==> src/rtl/pc_unit.sv <==
// Program-counter unit for the fetch stage: boot delay, sequential advance,
// redirect/trap entry, halt/resume, misaligned-redirect detection, fire counter.
module pc_unit #(
  parameter int              XLEN         = 32,
  parameter logic [XLEN-1:0] RESET_VECTOR = '0,
  parameter int              IALIGN       = 32,
  parameter int              BOOT_CYCLES  = 2
) (
  input  logic            clk,
  input  logic            rst_n,
  output logic [XLEN-1:0] fetch_pc,
  output logic            fetch_valid,
  input  logic            fetch_ready,
  input  logic            stall,
  input  logic            redirect_valid,
  input  logic [XLEN-1:0] redirect_pc,
  input  logic            trap_valid,
  input  logic [XLEN-1:0] trap_base,
  input  logic            halt_req,
  input  logic            resume,
  output logic            misalign_err,
  output logic [XLEN-1:0] misalign_addr,
  output logic [1:0]      state,
  output logic [31:0]     fetch_count
);

  localparam int BW = (BOOT_CYCLES > 1) ? $clog2(BOOT_CYCLES) : 1;
  localparam logic [BW-1:0] BOOT_LAST = BW'(BOOT_CYCLES - 1);
  localparam logic [XLEN-1:0] AMASK =
    (IALIGN == 16) ? XLEN'(1) : XLEN'(3);

  typedef enum logic [1:0] {
    S_BOOT = 2'b00,
    S_RUN  = 2'b01,
    S_HALT = 2'b10,
    S_ILL  = 2'b11
  } state_t;

  state_t          state_q, state_d;
  logic [XLEN-1:0] pc_q, pc_d;
  logic [BW-1:0]   boot_q, boot_d;
  logic [31:0]     cnt_q, cnt_d;
  logic            err_q, err_d;
  logic [XLEN-1:0] addr_q, addr_d;

  logic [XLEN-1:0] trap_tgt;
  logic            redir_mis;
  logic            fire;

  assign trap_tgt    = trap_base & ~AMASK;
  assign redir_mis   = |(redirect_pc & AMASK);
  assign fetch_valid = (state_q == S_RUN) & ~stall;
  assign fire        = fetch_valid & fetch_ready;

  always_ff @(posedge clk or negedge rst_n) begin
    if (!rst_n) begin
      state_q <= S_BOOT;
      pc_q    <= RESET_VECTOR;
      boot_q  <= '0;
      cnt_q   <= '0;
      err_q   <= 1'b0;
      addr_q  <= '0;
    end else begin
      state_q <= state_d;
      pc_q    <= pc_d;
      boot_q  <= boot_d;
      cnt_q   <= cnt_d;
      err_q   <= err_d;
      addr_q  <= addr_d;
    end
  end

  always_comb begin
    state_d = state_q;
    pc_d    = pc_q;
    boot_d  = boot_q;
    cnt_d   = cnt_q;
    err_d   = 1'b0;
    addr_d  = addr_q;

    if (fire && (cnt_q != 32'hFFFF_FFFF))
      cnt_d = cnt_q + 32'd1;

    unique case (state_q)
      S_BOOT: begin
        if (trap_valid) begin
          pc_d    = trap_tgt;
          state_d = S_RUN;
        end else if (boot_q == BOOT_LAST) begin
          state_d = S_RUN;
        end else begin
          boot_d = boot_q + BW'(1);
        end
      end
      S_RUN: begin
        // halt still lets this cycle's PC update land
        if (halt_req)
          state_d = S_HALT;
        if (trap_valid) begin
          pc_d = trap_tgt;
        end else if (redirect_valid && !redir_mis) begin
          pc_d = redirect_pc;
        end else if (redirect_valid) begin
          pc_d   = trap_tgt;
          err_d  = 1'b1;
          addr_d = redirect_pc;
        end else if (fire) begin
          pc_d = pc_q + XLEN'(4);
        end
      end
      S_HALT: begin
        if (trap_valid) begin
          pc_d    = trap_tgt;
          state_d = S_RUN;
        end else if (resume) begin
          state_d = S_RUN;
        end
      end
      default: begin
        state_d = S_BOOT;
        boot_d  = '0;
      end
    endcase
  end

  assign fetch_pc      = pc_q;
  assign misalign_err  = err_q;
  assign misalign_addr = addr_q;
  assign state         = state_q;
  assign fetch_count   = cnt_q;

endmodule

==> config.mk <==
export PLATFORM = sky130hd
export DESIGN_NAME = pc_unit
export DESIGN_NICKNAME = d
export VERILOG_FILES = /design/src/rtl/pc_unit.sv
export SDC_FILE = /design/constraint.sdc
export NUM_CORES = 1
export LEC_CHECK = 0
export ABC_AREA = 0
export CAP_MARGIN = 20
export CORE_ASPECT_RATIO = 0.5
export CORE_MARGIN = 2
export CORE_UTILIZATION = 35
export DETAILED_ROUTE_END_ITERATION = 8
export PLACE_DENSITY = 0.66
export SYNTH_ARGS = -nofsm -noshare
export SYNTH_HDL_FRONTEND = slang
export SYNTH_SLANG_ARGS = --single-unit
==> constraint.sdc <==
create_clock -name clk -period 2.1 [get_ports clk]
set_input_delay 0.42 -clock clk [delete_from_list [all_inputs] [get_ports clk]]
set_output_delay 0.42 -clock clk [all_outputs]
set_load 0.1 [all_outputs]
==> results.cfg <==
[timing]
rsz0062_at_grt = yes
hold_slack_ns = 0.0156
fin_setup_tns_ns = 0
slew_violations = 0
timing_hold_violations_final = 0
skew_ns = 0.00999
fmax_ghz = 0.481
setup_viol = 0
fin_crit_ns = 2.08
fin_ws_ns = 0.0206
slew_headroom_pct = 56.5
worstMarginPinSlew_ns = 0.646
final.period_utilization_pct = 99.0

[global_routing]
grtUsageMet2_pct = 34.1
grt_max_degree = 38
use_met1_pct = 26.8
grt.busiest_layer = met2
grt_overflow = 0
grt_pass1_wl_um = 26000
grtUsageMet3_pct = 3.94
antenna_found_initial = 0
grt_pass1_vias = 4920
grt_util_all_layers_pct = 20.1

[run]
cap_violations = 0

[place]
gp_congestion = 0.822
pre_cts_ws_ns = -0.221
io_buffers = 169
dp_hpwl_um = 11800
postPlaceCellArea_sq_mm = 0.00753

[routing]
wl_um = 16100
drcViolationCount = 0
firstDrtPassIters = 4
antenna_left = 0
drtIter0Drc = 211
viasPerCell = 5.36
wire_per_inst_um = 17.0
vias = 5053

[worst_setup_path]
critical_path_arrival_ns = 2.31
crit_type = register to register
cp-start-kind = register
worstReg2RegStart = state[1]
regToRegSetupSlack_ns = 0.02
reg2reg_depth = 8
required_ns = 2.33
reg2reg_to = fetch_pc[25]
crit_fanout = 5
cp-end-kind = register

[clock_network]
cts_buffers = 9
clock_path_buffers = 2
cts_tree = yes
clockRootBuffer = clkbuf_16
htree_levels = 3
insertion_delay_ns = 0.35
cts.sinks = 100
clk_pin_slew_ns = 0.07

[power_and_ir_drop]
power_mw = 13.8
power.density_mw_per_mm2 = 1720
p_leak_nw = 3.44
ir_drop_v = 0.000701

[synthesis]
synth_warnings = 0
synthTopCellsByArea = dfrtp_1 47%, mux2_2 5.1%, nand2_1 3.1%
ys_types = 65
synth-main-ff-cell = dfrtp_1
syn_avg_cell_area_sq_um = 9.89
synth_nets = 618
yosysSeqAreaShare_pct = 46.9
synth_commonest_cells = 100 x dfrtp_1, 44 x nand2_1, 36 x nor2_1, 26 x a21oi_1, 24 x mux2_2
synth_top_area_cell = dfrtp_1
synth_top_area_share_pct = 46.9
yosysMostFrequentCell = dfrtp_1
syn_inst = 539
ys_ff_latch = 100
syn-cell-area_sq_mm = 0.00533
synthArstFlopShare_pct = 100
synth_edf_count = 0

[run_status]
status = finished clean

[layout]
drive_above_1_share_pct = 37.9
design_area_sq_mm = 0.00803
multi_input_area_sq_mm = 0.00286
n_antenna_cell = 0
areaGrowthSynthToFinish_pct = 50.7
seq_area_sq_mm = 0.00264
nets = 819
n_fill_cell = 1328

[floorplanning]
core_sq_mm = 0.0147
ios = 172
die_w_um = 179
rows = 31
dieHeight_um = 91.3
initial_core_util_pct = 36.4
dieArea_sq_mm = 0.0163

[min_path]
hold_path.class = primary input to asynchronous set/reset pin
==> worst max-delay path by stage <==
stage / from / to / slack (ns) / cells past startpoint
2_1_floorplan: state[0] / fetch_pc[30] / -0.17 / 9
3_3_place_gp: stall / fetch_count[29] / -0.19 / 6
5_1_grt: state[1] / fetch_pc[30] / -0.04 / 8
3_5_place_dp: trap_valid / fetch_pc[8] / -0.22 / 7
6_report: state[1] / fetch_pc[25] / 0.02 / 8
4_1_cts: state[1] / fetch_pc[30] / 0.001 / 9
==> cells by family (layout without fill, tap and decap cells) <==
kind of cell             Yosys count  count (layout)  share of synthesized area (%)
AND/OR/NAND/NOR                  190             190                           19.1
AO/OA/AOI/OAI                    135             135                           17.1
flip-flops                       100             100                           46.9
buffers and inverters             45             251                           3.45
multiplexers                      35              35                           7.37
XOR/XNOR                          27              27                           4.44
adder cells (fa/ha/maj)            7               7                           1.64
==> per-stage QoR <==
step	cells	util [%]
global placement	918	51.3
global route	943	54.8
detailed placement	918	51.3
finish	943	54.8
CTS	935	53.5
floorplan	539	-
==> placed cells by master, fill, tap and decap left out, types with 18 or more instances in the layout <==
cell	Yosys	routed
a21oi_1	26	25
buf_4	0	141
clkdlybuf4s50_1	0	68
dfrtp_1	100	47
dfrtp_2	0	25
dfrtp_4	0	28
mux2_2	24	24
nand2_1	44	44
nand3_1	21	20
nand4_1	18	18
nor2_1	36	35
o21ai_0	22	21
==> flip-flops by register name, summed over array words and instances, names as in the netlist <==
register and flops:
fetch_pc 32, boot_q 1, misalign_addr 32, misalign_err 1, fetch_count 32, state 2
==> worst max-delay path: stages (launching register included) <==
cell       delay, ns
dfrtp_4         0.52
ha_4            0.19
or3_4           0.37
a21o_4          0.22
buf_6           0.14
buf_4           0.12
a22o_1          0.22
a21oi_1         0.12
o2bb2ai_1       0.07
==> area by class of cell <==
class                           instances  area share (%)
Multi-Input combinational cell        394            35.6
Inverter                               14           0.748
Timing Repair Buffer                  221            24.0
Tap cell                              198            3.08
Sequential cell                       100            32.9
Clock inverter                          6           0.810
Clock buffer                           10            2.85
==> power breakdown <==
part,switching [mW],leakage (nW),internal [mW],total (mW)
Sequential,0.697,1.18,2.68,3.38
Clock,0.747,0.143,0.928,1.67
Combinational,6.53,2.12,2.25,8.78
==> layer usage <==
metal  wire length (um)  up-vias
li1                   -     2415
met1               7290     2502
met2               7830      121
met3                767       15
met4                165        0
met5                  0        -
==> what timing repair did <==
action,CTS,global route
gates resized for setup,4,23
endpoints found under the hold margin,0,0
cloned,0,1
hold buffers,0,0
setup buffers,1,7
endpoints found under the setup margin,7,28
pin swaps,3,10
(Power assumes the default switching activity.)
